--- config.mk ---
export PLATFORM = sky130hd
export DESIGN_NAME = obi_mem_initiator
export DESIGN_NICKNAME = d
export VERILOG_FILES = /design/src/rtl/obi_mem_init_pkg.sv /design/src/rtl/obi_mem_init_cnt.sv /design/src/rtl/obi_mem_initiator.sv
export SDC_FILE = /design/constraint.sdc
export NUM_CORES = 1
export LEC_CHECK = 0
export ABC_AREA = 1
export CAP_MARGIN = 0
export CORE_AREA = 2 2 524 526
export DETAILED_ROUTE_END_ITERATION = 16
export DIE_AREA = 0 0 526 528
export HOLD_SLACK_MARGIN = 0.08
export SLEW_MARGIN = 5
export SYNTH_ARGS = -nofsm -noshare
export SYNTH_HDL_FRONTEND = slang
export SYNTH_SLANG_ARGS = --single-unit
export TNS_END_PERCENT = 100
--- constraint.sdc ---
create_clock -name clk_i -period 5.4 [get_ports clk_i]
set_input_delay 1.08 -clock clk_i [delete_from_list [all_inputs] [get_ports clk_i]]
set_output_delay 1.08 -clock clk_i [all_outputs]
set_load 0.01 [all_outputs]
--- src/rtl/obi_mem_init_pkg.sv ---
// Shared types and pattern/address helpers for the OBI memory fill/check engine.
package obi_mem_init_pkg;

  typedef enum logic [1:0] {ST_IDLE, ST_RUN, ST_DONE} state_e;

  localparam int unsigned MAX_DW = 1024;
  localparam int unsigned MAX_AW = 64;
  localparam int unsigned OUT_W  = 4;

  // Word idx carries seed+idx in every 32-bit lane below dw; callers truncate to their width.
  function automatic logic [MAX_DW-1:0] pattern(input logic [31:0] seed, input logic [31:0] idx,
                                                input int unsigned dw);
    logic [MAX_DW-1:0] w;
    w = '0;
    for (int unsigned l = 0; l < MAX_DW/32; l++)
      if (l < dw/32) w[l*32 +: 32] = seed + idx;
    return w;
  endfunction

  function automatic logic [MAX_AW-1:0] addr(input logic [MAX_AW-1:0] base, input logic [31:0] idx,
                                             input int unsigned word_bytes);
    return base + ({32'd0, idx} * MAX_AW'(word_bytes));
  endfunction

endpackage

--- src/rtl/obi_mem_init_cnt.sv ---
// Saturating up-counter with synchronous clear, used for mismatch and error tallies.
module obi_mem_init_cnt #(
  parameter int unsigned Width = 16
) (
  input  logic             clk_i,
  input  logic             rst_i,
  input  logic             clr_i,
  input  logic             inc_i,
  output logic [Width-1:0] cnt_o
);

  always_ff @(posedge clk_i) begin
    if (rst_i || clr_i)             cnt_o <= '0;
    else if (inc_i && cnt_o != '1)  cnt_o <= cnt_o + Width'(1);
  end

endmodule

--- src/rtl/obi_mem_initiator.sv ---
// OBI manager that fills (writes) or checks (reads and compares) a contiguous SRAM region,
// one word per transaction, with a bounded number of outstanding requests.
module obi_mem_initiator
  import obi_mem_init_pkg::*;
#(
  parameter int unsigned AddrWidth      = 48,
  parameter int unsigned DataWidth      = 512,
  parameter int unsigned IdWidth        = 4,
  parameter int unsigned MaxOutstanding = 2,
  parameter int unsigned LenWidth       = 16
) (
  input  logic                   clk_i,
  input  logic                   rst_i,
  input  logic                   cmd_valid_i,
  output logic                   cmd_ready_o,
  input  logic                   cmd_check_i,
  input  logic [AddrWidth-1:0]   cmd_base_i,
  input  logic [LenWidth-1:0]    cmd_len_i,
  input  logic [31:0]            cmd_seed_i,
  output logic                   busy_o,
  output logic                   done_o,
  output logic [LenWidth-1:0]    mismatch_cnt_o,
  output logic [LenWidth-1:0]    err_cnt_o,
  output logic [AddrWidth-1:0]   first_mis_addr_o,
  output logic                   first_mis_vld_o,
  output logic                   obi_req_o,
  input  logic                   obi_gnt_i,
  output logic [AddrWidth-1:0]   obi_addr_o,
  output logic                   obi_we_o,
  output logic [DataWidth/8-1:0] obi_be_o,
  output logic [DataWidth-1:0]   obi_wdata_o,
  output logic [IdWidth-1:0]     obi_aid_o,
  input  logic                   obi_rvalid_i,
  output logic                   obi_rready_o,
  input  logic [DataWidth-1:0]   obi_rdata_i,
  input  logic [IdWidth-1:0]     obi_rid_i,
  input  logic                   obi_err_i
);

  localparam int unsigned BeWidth = DataWidth/8;
  localparam int unsigned OffW    = $clog2(BeWidth);

  state_e                state_q, state_d;
  logic                  check_q;
  logic [AddrWidth-1:0]  base_q;
  logic [LenWidth-1:0]   len_q, iss_q, rsp_q, iss_d;
  logic [31:0]           seed_q;
  logic [OUT_W-1:0]      out_q, out_d;
  logic [AddrWidth-1:0]  first_mis_addr_q, rsp_addr;
  logic                  first_mis_vld_q;
  logic                  cmd_fire, gnt_fire, rsp_fire, rsp_bad, err_inc, mis_inc;
  logic [DataWidth-1:0]  iss_pat, rsp_pat;

  assign cmd_ready_o  = (state_q == ST_IDLE);
  assign busy_o       = (state_q != ST_IDLE);
  assign done_o       = (state_q == ST_DONE);
  assign obi_rready_o = busy_o;
  assign cmd_fire     = cmd_valid_i && cmd_ready_o;

  // Request terms depend only on registered state, so they hold until granted.
  assign obi_req_o = (state_q == ST_RUN) && (iss_q < len_q) && (out_q < OUT_W'(MaxOutstanding));
  assign gnt_fire  = obi_req_o && obi_gnt_i;
  assign rsp_fire  = obi_rvalid_i && (state_q == ST_RUN) && (out_q != '0);

  assign iss_pat     = DataWidth'(pattern(seed_q, 32'(iss_q), DataWidth));
  assign rsp_pat     = DataWidth'(pattern(seed_q, 32'(rsp_q), DataWidth));
  assign obi_addr_o  = AddrWidth'(addr(MAX_AW'(base_q), 32'(iss_q), BeWidth));
  assign rsp_addr    = AddrWidth'(addr(MAX_AW'(base_q), 32'(rsp_q), BeWidth));
  assign obi_we_o    = ~check_q;
  assign obi_be_o    = '1;
  assign obi_wdata_o = check_q ? '0 : iss_pat;
  assign obi_aid_o   = IdWidth'(iss_q);

  // Bus errors take precedence: an errored beat never counts as a data mismatch.
  assign rsp_bad = (obi_rdata_i != rsp_pat) || (obi_rid_i != IdWidth'(rsp_q));
  assign err_inc = rsp_fire && obi_err_i;
  assign mis_inc = rsp_fire && !obi_err_i && check_q && rsp_bad;

  assign iss_d = iss_q + LenWidth'(gnt_fire);

  always_comb begin
    out_d = out_q;
    if (gnt_fire && !rsp_fire)      out_d = out_q + OUT_W'(1);
    else if (!gnt_fire && rsp_fire) out_d = out_q - OUT_W'(1);
  end

  // Looking at next-cycle counts lets done follow the last response by one cycle.
  always_comb begin
    state_d = state_q;
    unique case (state_q)
      ST_IDLE: if (cmd_fire) state_d = (cmd_len_i == '0) ? ST_DONE : ST_RUN;
      ST_RUN:  if (iss_d == len_q && out_d == '0) state_d = ST_DONE;
      ST_DONE: state_d = ST_IDLE;
      default: state_d = ST_IDLE;
    endcase
  end

  always_ff @(posedge clk_i) begin
    if (rst_i) begin
      state_q          <= ST_IDLE;
      check_q          <= 1'b0;
      base_q           <= '0;
      len_q            <= '0;
      seed_q           <= '0;
      iss_q            <= '0;
      rsp_q            <= '0;
      out_q            <= '0;
      first_mis_addr_q <= '0;
      first_mis_vld_q  <= 1'b0;
    end else begin
      state_q <= state_d;
      if (cmd_fire) begin
        check_q          <= cmd_check_i;
        base_q           <= {cmd_base_i[AddrWidth-1:OffW], OffW'(0)};
        len_q            <= cmd_len_i;
        seed_q           <= cmd_seed_i;
        iss_q            <= '0;
        rsp_q            <= '0;
        out_q            <= '0;
        first_mis_addr_q <= '0;
        first_mis_vld_q  <= 1'b0;
      end else begin
        iss_q <= iss_d;
        out_q <= out_d;
        if (rsp_fire) rsp_q <= rsp_q + LenWidth'(1);
        if (mis_inc && !first_mis_vld_q) begin
          first_mis_vld_q  <= 1'b1;
          first_mis_addr_q <= rsp_addr;
        end
      end
    end
  end

  assign first_mis_addr_o = first_mis_addr_q;
  assign first_mis_vld_o  = first_mis_vld_q;

  obi_mem_init_cnt #(.Width(LenWidth)) u_mis_cnt (
    .clk_i(clk_i), .rst_i(rst_i), .clr_i(cmd_fire), .inc_i(mis_inc), .cnt_o(mismatch_cnt_o)
  );

  obi_mem_init_cnt #(.Width(LenWidth)) u_err_cnt (
    .clk_i(clk_i), .rst_i(rst_i), .clr_i(cmd_fire), .inc_i(err_inc), .cnt_o(err_cnt_o)
  );

  // A response with nothing in flight is a subordinate protocol violation.
  a_no_spurious_rvalid: assert property (@(posedge clk_i) disable iff (rst_i)
    !(obi_rvalid_i && out_q == '0));

endmodule
==> Word level (Yosys, flattened, before mapping) <==
Cells that the tools add are included.
{ "word_totals": {"out_inout_bits": 715, "regBits": 210, "in_bits": 619, "word_cells": 70} }
{ "op_classes": {"order_cmp": 2, "addsub": 10, "n_reduce_logical": 29, "bitwise_logic": 1, "eq_ne": 9, "mux": 7} }
{ "ops": {"columns": ["operator", "count"], "rows": [
  ["$mux W512", 1],
  ["$ne A512 B512 Y1", 1],
  ["$add A48 B22 Y48", 2],
  ["$add A32 B16 Y32", 2],
  ["$add A16 B1 Y16 const B", 3],
  ["$ne A16 B16 Y1 const B", 2],
  ["$add A16 B1 Y16", 1],
  ["$eq A16 B16 Y1", 1],
  ["$logic_and A1 B1 Y1", 16],
  ["$logic_not A16 Y1", 1],
  ["$lt A16 B16 Y1", 1],
  ["$mux W4", 2],
  ["$mux W2", 3],
  ["$add A4 B1 Y4 const B", 1],
  ["$logic_not A1 Y1", 4],
  ["$logic_not A4 Y1", 1],
  ["$lt A4 B2 Y1 const B", 1],
  ["$ne A2 B1 Y1 const B", 2],
  ["$ne A4 B4 Y1", 1],
  ["$pmux W2 S2", 1],
  ["$reduce_bool A4 Y1", 1],
  ["$sub A4 B1 Y4 const B", 1],
  ["$eq A2 B1 Y1 const B", 1],
  ["$eq A2 B2 Y1 const B", 1],
  ["other kinds (6)", 7]
]} }

==> Longest topological paths before layout <==
Gate-level depths: netlist of run 1.
{ "logic_depth": {"depth_word": 12, "ltp_mapped": 29, "depth_no_buf": 28} }

==> By module <==
From an unflattened synthesis of run 1, not the netlist that was laid out.
{ "unflattened": {"hier_cells": 4617, "hier_area_um2": 26231.4} }
{ "modules_own_cells": {"columns": ["mod", "seq_area_each_um2", "instances", "area_per_inst_um2", "cells_per_inst"], "rows": [
  ["obi_mem_initiator", 3443.3, 1, 24329.6, 4319],
  ["obi_mem_init_cnt", 320.3, 2, 950.9, 149]
]} }

==> Least setup slack after synthesis of run 1 <==
OpenSTA, ideal clock, no wires.
{ "synth_path": {"kind": "register to output", "start": "reg iss_q[0]", "end": "out obi_wdata_o[126]", "arrival_ns": 3.771, "path_stages_with_launch": 20, "n_path_buf": 1, "setup_slack_ns": 0.549, "required_time_ns": 4.320, "path_cell_list": "dfxtp_1 ha_1 fa_1 nand2_1 inv_1 o21ai_0 nand2_1 a31oi_1 o21ai_0 nand2_1 nand2_1 nand3_1 nand2_1 a21boi_0 o21ai_0 nand2_1 nor2_1 a21oi_1 nor3_1 buf_4"} }
{ "synth_via": {"elab_chain_len": 2} }
{ "synth_rtl": {"columns": ["item", "line", "text"], "rows": [
  ["from (decl)", "obi_mem_initiator.sv:46", "logic [LenWidth-1:0] len_q, iss_q, rsp_q, iss_d;"],
  ["from (signal assigned)", "obi_mem_initiator.sv:123", "iss_q <= iss_d;"],
  ["$add A32 B16 Y32", "obi_mem_init_pkg.sv:16", "if (l < dw/32) w[l*32 +: 32] = seed + idx;"],
  ["$mux W512", "obi_mem_initiator.sv:71", "assign obi_wdata_o = check_q ? '0 : iss_pat;"],
  ["to (decl)", "obi_mem_initiator.sv:31", "output logic [DataWidth-1:0] obi_wdata_o,"]
]} }
Every way passes these cells.

==> Final worst setup path of run 1 <==
{ "layout_path": {"start": "reg iss_q[2]", "end": "out obi_addr_o[43]"} }
{ "layout_via": {"elab_chain_len": 1} }
{ "layout_rtl": {"columns": ["item", "line", "text"], "rows": [
  ["$add A48 B22 Y48", "obi_mem_init_pkg.sv:22", "return base + ({32'd0, idx} * MAX_AW'(word_bytes));"],
  ["to (decl)", "obi_mem_initiator.sv:28", "output logic [AddrWidth-1:0] obi_addr_o,"]
]} }
Every way passes these cells.

==> flow_summary.json, run 1 <==
{
  "outcome": "completed",
  "initial_utilization": 0.0952,
  "postSynthAreaPerCell_um2": 5.77,
  "clock_transition_at_the_registers_of_the_reported_paths_ns": 0.07,
  "fill_cells": 31500,
  "multiInputGateArea_mm2": 0.0157,
  "i_o_pin_count": 1334,
  "synth.yosys.seq_area_share": 0.157,
  "die-height_um": 528,
  "pleak_nw": 18.5,
  "worst-setup-path-type": "flop to primary output",
  "grt_overflow": 0,
  "final.setup_skew_ns": 0.0345,
  "setup.worst_path.start_class": "flop",
  "std_cell_rows": 192,
  "timing.critical_path.arrival_ns": 4.10,
  "grt_antenna_before_repair": 184,
  "worst_ep_required_time_ns": 4.32,
  "synth.lib_cells_used.distinct": 52,
  "stdcell_area_mm2": 0.0414,
  "crit_path_max_fanout": 6,
  "route.final.wire_length_mm": 203,
  "drcViolationCount": 0,
  "routed.top_layer": "met5",
  "hold_violations": 0,
  "regArea_mm2": 0.00409,
  "grt_usage": 0.137,
  "max_cap_viol_count": 0,
  "portBuffers": 1251,
  "clock_buffers_created_by_tritoncts": 24,
  "number_of_nets_at_the_end_of_the_flow": 6040,
  "yosys.area.top_type": "sky130_fd_sc_hd__nand2_1",
  "final_cell_mix": "1312 x sky130_fd_sc_hd__nand2_1, 1117 x sky130_fd_sc_hd__clkdlybuf4s50_1, 542 x sky130_fd_sc_hd__inv_1",
  "worstMarginPinSlew_ns": 1.04,
  "clock_insertion_delay_worst_skew_ns": 0.61,
  "place.detailed.hpwl_mm": 177,
  "synth_enable_flop_cells": 0,
  "final_critical_path_setup_slack_ns": 0.224,
  "wl_met1_mm": 82.2,
  "synth-main-ff-cell": "sky130_fd_sc_hd__dfxtp_1",
  "mappedNetlistArea_mm2": 0.0259,
  "die_area_mm2": 0.278,
  "mostFrequentLayoutCell": "sky130_fd_sc_hd__nand2_1",
  "cts_max_level": 1,
  "number_of_instances_in_the_synthesized_netlist": 4494,
  "slew-limit-headroom": 0.308,
  "via_count_of_the_first_global_routing_pass": 28000,
  "cts_tree": "done",
  "cts_max_path_buffers": 3,
  "yosysTopAreaCellShare": 0.191,
  "detailroute.via_count": 31800,
  "worst_vdd_rail_ir_drop_mv": 0.219,
  "detail_route.first_pass.iterations": 6,
  "core-area_mm2": 0.272,
  "areaGrowthSynthToFinish_pct": 59.8,
  "final_cell_count_no_fill": 9001,
  "finalWeightedCongestion": 0.964,
  "finalHoldWorstSlack_ns": 0.464,
  "post-place-ws_ns": 0.0370,
  "drtIter0Drc": 2398,
  "max_freq_mhz": 193,
  "met2WireLength_mm": 88.0,
  "final_period_util": 0.959,
  "ctsRootBufferMaster": "sky130_fd_sc_hd__clkbuf_16",
  "wl_met3_mm": 25.7,
  "postCtsHoldBufs": 0,
  "synth.top_cells.by_area": "sky130_fd_sc_hd__nand2_1 19%, sky130_fd_sc_hd__buf_4 17%, sky130_fd_sc_hd__dfxtp_1 16%, sky130_fd_sc_hd__inv_1 7.9%, sky130_fd_sc_hd__nor2_1 7.0%",
  "tritoncts_num_sinks": 204,
  "power_per_cell_area_mw_per_mm2": 163,
  "grt_pass1_wl_mm": 257,
  "detail_route.wl_per_cell_um": 22.6,
  "fin_total_pwr_w": 0.00677,
  "drive_above_1_share": 0.0651,
  "via_per_inst": 3.53,
  "hold_path.class": "flop to flop",
  "layout_min_cycle_time_ns": 5.18,
  "final-setup-viol-count": 0,
  "dpl.cell_count": 8875,
  "grt_max_degree": 86,
  "crit_path_end_kind": "primary output",
  "async_reset_ff_frac": 0,
  "synthesis_warning_total": 0,
  "final_slew_viol_count": 0,
  "detail-route-antenna-nets": 0,
  "die_w_um": 526,
  "post_dp_cell_area_mm2": 0.0399,
  "yosys_register_bits": 204
}
-- cell families after synthesis --
| kind of cell | Yosys count | synth area share |
|---|---|---|
| DFF | 204 | 0.157 |
| and+or+nand+nor | 2377 | 0.389 |
| other | 2 | 0.000289 |
| adders and majority gates | 91 | 0.0450 |
| buffers and inverters | 1216 | 0.263 |
| AOI/OAI and AO/OA | 445 | 0.0908 |
| xor gates and xnor gates | 159 | 0.0542 |
-- registers in the layout, summed over array words and instances (netlist names), 16 cells and up --
signal            flops
first_mis_addr_o     42
base_q               42
seed_q               32
len_q                16
u_err_cnt.cnt_o      16
rsp_q                16
u_mis_cnt.cnt_o      16
iss_q                16
-- what timing repair did --
item | in CTS | in global routing
hold endpoints to repair | 0 | 0
setup buffers | 6 | 6
gates cloned | 3 | 3
setup endpoints to repair | 266 | 313
resized for setup | 85 | 120
pin swaps | 4 | 10
-- synthesized netlist by cell type (4+ instances only) --
master	instances
sky130_fd_sc_hd__a21boi_0	4
sky130_fd_sc_hd__a21oi_1	179
sky130_fd_sc_hd__a21oi_2	11
sky130_fd_sc_hd__and3_1	6
sky130_fd_sc_hd__buf_1	4
sky130_fd_sc_hd__buf_2	18
sky130_fd_sc_hd__buf_4	573
sky130_fd_sc_hd__buf_6	12
sky130_fd_sc_hd__clkbuf_1	45
sky130_fd_sc_hd__clkinv_1	7
sky130_fd_sc_hd__dfxtp_1	204
sky130_fd_sc_hd__fa_1	4
sky130_fd_sc_hd__ha_1	87
sky130_fd_sc_hd__inv_1	545
sky130_fd_sc_hd__inv_2	10
sky130_fd_sc_hd__nand2_1	1318
sky130_fd_sc_hd__nand2_2	43
sky130_fd_sc_hd__nand3_1	245
sky130_fd_sc_hd__nand3b_1	30
sky130_fd_sc_hd__nand4_1	91
sky130_fd_sc_hd__nor2_1	482
sky130_fd_sc_hd__nor2_2	8
sky130_fd_sc_hd__nor2b_1	28
sky130_fd_sc_hd__nor3_1	58
sky130_fd_sc_hd__nor3b_1	4
sky130_fd_sc_hd__nor4_1	27
sky130_fd_sc_hd__o211ai_1	5
sky130_fd_sc_hd__o21a_1	6
sky130_fd_sc_hd__o21ai_0	194
sky130_fd_sc_hd__o21ai_1	25
sky130_fd_sc_hd__o22ai_1	4
sky130_fd_sc_hd__or2_2	11
sky130_fd_sc_hd__or3_1	9
sky130_fd_sc_hd__or4_1	4
sky130_fd_sc_hd__xnor2_1	38
sky130_fd_sc_hd__xor2_1	120
-- metal layers --
metal  global-route usage  vias up
met5                    0        -
met4               0.0424      112
met3               0.0639      309
met2                0.214     1716
met1                0.166    14400
li1                     -    15200
-- critical path, stage by stage (launching register included) --
cell	delay, ns
sky130_fd_sc_hd__dfxtp_1	0.32
sky130_fd_sc_hd__buf_4	0.17
sky130_fd_sc_hd__ha_1	0.36
sky130_fd_sc_hd__nand2_1	0.07
sky130_fd_sc_hd__nor2_1	0.11
sky130_fd_sc_hd__a211oi_2	0.06
sky130_fd_sc_hd__o21ai_1	0.18
sky130_fd_sc_hd__nand3_1	0.09
sky130_fd_sc_hd__nand2_1	0.14
sky130_fd_sc_hd__nand4_1	0.10
sky130_fd_sc_hd__nand3_1	0.12
sky130_fd_sc_hd__a21oi_1	0.11
sky130_fd_sc_hd__o21ai_0	0.20
sky130_fd_sc_hd__buf_4	0.18
sky130_fd_sc_hd__inv_1	0.06
sky130_fd_sc_hd__nor2_2	0.18
sky130_fd_sc_hd__buf_4	0.18
sky130_fd_sc_hd__nand2_1	0.07
sky130_fd_sc_hd__xor2_1	0.20
sky130_fd_sc_hd__clkdlybuf4s50_1	0.58
-- metrics by stage --
stage / util / TNS, ns
floorplan: - / 0
global route: 0.152 / -0.0137
detailed placement: 0.146 / 0
CTS: 0.150 / 0
global placement: 0.146 / 0
finish: 0.152 / 0
-- final cells by class --
| cell class | count | area share |
|---|---|---|
| Multi-Input combinational cell | 3148 | 0.379 |
| Timing Repair Buffer | 1390 | 0.342 |
| Tap cell | 3589 | 0.108 |
| Sequential cell | 204 | 0.0986 |
| Inverter | 562 | 0.0510 |
| Clock buffer | 34 | 0.0154 |
| Antenna cell | 67 | 0.00404 |
| Clock inverter | 7 | 0.00175 |
-- worst paths after layout --
check | from | endpoint | slack (ns) | depth (start not counted)
hold reg to reg | first_mis_addr_o[31]$_SDFFE_PP0P_ | first_mis_addr_o[31]$_SDFFE_PP0P_ | 0.46 | 2
hold / removal | first_mis_addr_o[31]$_SDFFE_PP0P_ | first_mis_addr_o[31]$_SDFFE_PP0P_ | 0.46 | 2
setup / recovery | iss_q[2]$_SDFF_PP0_ | obi_addr_o[43] | 0.22 | 19
setup reg to reg | seed_q[0]$_SDFFE_PP0P_ | first_mis_addr_o[29]$_SDFFE_PP0P_ | 0.27 | 27
-- power breakdown --
part           leakage (nW)  internal (W)  switching [W]
registers              1.67       0.00158       0.000118
logic                  16.5       0.00158        0.00188
clock network         0.336      0.000829       0.000788
total                  18.5       0.00398        0.00278
No activity file was read; power rests on OpenSTA's default activity.
==> run 2: changes to the inputs <==
--- a/config.mk
+++ b/config.mk
@@ -7,9 +7,9 @@
 export LEC_CHECK = 0
 export ABC_AREA = 1
 export CAP_MARGIN = 0
-export CORE_AREA = 2 2 524 526
+export CORE_AREA = 2 2 526 528
 export DETAILED_ROUTE_END_ITERATION = 16
-export DIE_AREA = 0 0 526 528
+export DIE_AREA = 0 0 528 530
 export HOLD_SLACK_MARGIN = 0.08
 export SLEW_MARGIN = 5
 export SYNTH_ARGS = -nofsm -noshare
==> run 2 against run 1 <==
Critical path type unchanged. Clock skew decreased by 0.0096 ns. Highest routed layer unchanged. Largest power group unchanged. Sequential share of layout area about the same. Fmax decreased by 0.27%. Non-clock buffer count increased by 30. Wire length increased by 0.33%. Flip-flop and latch count unchanged. Combinational power increased by 1%. Clock power increased by 4%. Register-to-register slack improved by 0.19 ns.
==> flow_summary.json, run 2 (synthesized netlist as in run 1, its figures left out) <==
{
  "outcome": "completed",
  "clock_buffers_created_by_tritoncts": 23,
  "final_cell_mix": "1313 x sky130_fd_sc_hd__nand2_1, 1131 x sky130_fd_sc_hd__clkdlybuf4s50_1, 542 x sky130_fd_sc_hd__inv_1",
  "via_count_of_the_first_global_routing_pass": 27800,
  "finalWeightedCongestion": 0.959,
  "launching_instance_or_port_of_the_critical_path": "seed_q[0]$_SDFFE_PP0P_",
  "i_o_pin_count": 1334,
  "crit_path_end_kind": "primary output",
  "postCtsHoldBufs": 0,
  "regToRegSetupSlack_ns": 0.46,
  "grt_pass1_wl_mm": 256,
  "place.detailed.hpwl_mm": 178,
  "max_freq_mhz": 193,
  "reg2reg_depth": 29,
  "worstSetupPathDepth": 23,
  "cts_max_level": 1,
  "final_cell_count_no_fill": 9056,
  "final-setup-viol-count": 0,
  "timing.critical_path.arrival_ns": 4.11,
  "hold_path.class": "flop to flop",
  "drcViolationCount": 0,
  "final_critical_path_setup_slack_ns": 0.210,
  "multiInputGateArea_mm2": 0.0157,
  "ctsRootBufferMaster": "sky130_fd_sc_hd__clkbuf_16",
  "fill_cells": 31700,
  "mostFrequentLayoutCell": "sky130_fd_sc_hd__nand2_1",
  "worstMarginPinSlew_ns": 1.19,
  "pleak_nw": 18.0,
  "crit_path_max_fanout": 11,
  "dpl.cell_count": 8918,
  "post-place-ws_ns": 0.137,
  "cp.buffers_inverters": 7,
  "tritoncts_num_sinks": 204,
  "final_slew_viol_count": 0,
  "final.setup_skew_ns": 0.0249,
  "detail-route-antenna-nets": 0,
  "cp-endpoint": "obi_wdata_o[306]",
  "via_per_inst": 3.51,
  "grt_usage": 0.137,
  "finalHoldWorstSlack_ns": 0.463,
  "regArea_mm2": 0.00410,
  "stdcell_area_mm2": 0.0416,
  "areaGrowthSynthToFinish_pct": 60.4,
  "worst_ep_required_time_ns": 4.32,
  "drive_above_1_share": 0.0718,
  "std_cell_rows": 193,
  "cp_top_family": "buffers and inverters",
  "clock_transition_at_the_registers_of_the_reported_paths_ns": 0.06,
  "portBuffers": 1251,
  "die-height_um": 530,
  "setup.worst_path.start_class": "flop",
  "hold_violations": 0,
  "worst_vdd_rail_ir_drop_mv": 0.210,
  "utilization": 0.151,
  "layout_min_cycle_time_ns": 5.19,
  "route.final.wire_length_mm": 204,
  "die_area_mm2": 0.280,
  "number_of_nets_at_the_end_of_the_flow": 6069,
  "core-area_mm2": 0.275,
  "detail_route.first_pass.iterations": 6,
  "clock_insertion_delay_worst_skew_ns": 0.59,
  "max_cap_viol_count": 0,
  "slew-limit-headroom": 0.200,
  "post_dp_cell_area_mm2": 0.0402,
  "cts_tree": "done",
  "worst-setup-path-type": "flop to primary output",
  "initial_utilization": 0.0944,
  "worst_r2r_startpoint": "rsp_q[1]$_SDFFE_PP0P_",
  "detailroute.via_count": 31800,
  "grt_max_degree": 55,
  "drtIter0Drc": 2317,
  "die_w_um": 528,
  "power_per_cell_area_mw_per_mm2": 165,
  "grt_overflow": 0,
  "detail_route.wl_per_cell_um": 22.5,
  "cts_max_path_buffers": 3,
  "timing.rr.end": "first_mis_addr_o[18]$_SDFFE_PP0P_",
  "critical_path.cell_chain": "ha_2, fa_2, nand2_1, inv_1, o21ai_2, nand2_2, a31oi_4, o21ai_2, nand2_1, nand2_1, nand3_1, nand2_2, a21boi_2, o21ai_2, buf_6, buf_4, nand2_4, buf_4, o21ai_0, a21oi_4, buf_12, buf_12, dlygate4sd2_1",
  "cpMaxStageDelayCell": "sky130_fd_sc_hd__dfxtp_4",
  "grt_antenna_before_repair": 187,
  "final_period_util": 0.961,
  "cp_slowest_stage_delay_ns": 0.36
}
-- run 2: layout make-up --
type,instances,share of cell area
Clock buffer,32,0.0159
Clock inverter,10,0.00223
Tap cell,3607,0.108
Sequential cell,204,0.0984
Multi-Input combinational cell,3148,0.377
Antenna cell,73,0.00439
Timing Repair Buffer,1420,0.343
Inverter,562,0.0508
-- run 2: timing repair --
action | in CTS | in global routing
resized for setup | 121 | 70
buffers inserted | 10 | 8
endpoints found under the setup margin | 218 | 285
gates cloned | 3 | 2
pin swaps | 4 | 7
hold endpoints to repair | 0 | 0
-- run 2: how the worst min path moves through the flow --
stage,startpoint,to,slack [ns],cells past startpoint
floorplan,len_q[0]$_SDFFE_PP0P_,len_q[0]$_SDFFE_PP0P_,0.45,2
CTS,first_mis_addr_o[42]$_SDFFE_PP0P_,first_mis_addr_o[42]$_SDFFE_PP0P_,0.47,2
global placement,first_mis_addr_o[36]$_SDFFE_PP0P_,first_mis_addr_o[36]$_SDFFE_PP0P_,0.45,2
detailed placement,first_mis_addr_o[42]$_SDFFE_PP0P_,first_mis_addr_o[42]$_SDFFE_PP0P_,0.45,2
global route,first_mis_addr_o[42]$_SDFFE_PP0P_,first_mis_addr_o[42]$_SDFFE_PP0P_,0.48,2
finish,first_mis_addr_o[42]$_SDFFE_PP0P_,first_mis_addr_o[42]$_SDFFE_PP0P_,0.46,2
-- run 2: worst register-to-register path, delay by kind of cell, from the launching register on --
family / cells / cell delay (ns)
and+or+nand+nor: 19 / 2.33
buffers and inverters: 8 / 1.18
DFF: 1 / 0.51
adders and majority gates: 1 / 0.40
AOI/OAI and AO/OA: 1 / 0.39
-- run 2: per-stage QoR --
| stage | power, W | TNS (ns) |
|---|---|---|
| 4_1_cts | 0.00695 | -0.206 |
| 3_5_place_dp | 0.00521 | 0 |
| 3_3_place_gp | 0.00520 | 0 |
| 6_report | 0.00686 | 0 |
| 2_1_floorplan | 0.00348 | 0 |
| 5_1_grt | 0.00722 | -0.187 |
-- run 2: routing by layer --
metal | routed length, um | vias up | track usage
met3 | 26700 | 306 | 0.0690
met1 | 81100 | 14400 | 0.161
met4 | 5500 | 122 | 0.0347
met2 | 89800 | 1652 | 0.217
li1 | - | 15300 | -
met5 | 806 | - | 0
-- run 2: where the power goes --
group / leakage (nW) / switching [W] / internal, W / total, W
combinational: 16.0 / 0.00190 / 0.00159 / 0.00349
clock: 0.373 / 0.000777 / 0.000907 / 0.00168
sequential: 1.67 / 0.000108 / 0.00158 / 0.00169
total: 18.0 / 0.00279 / 0.00407 / 0.00686
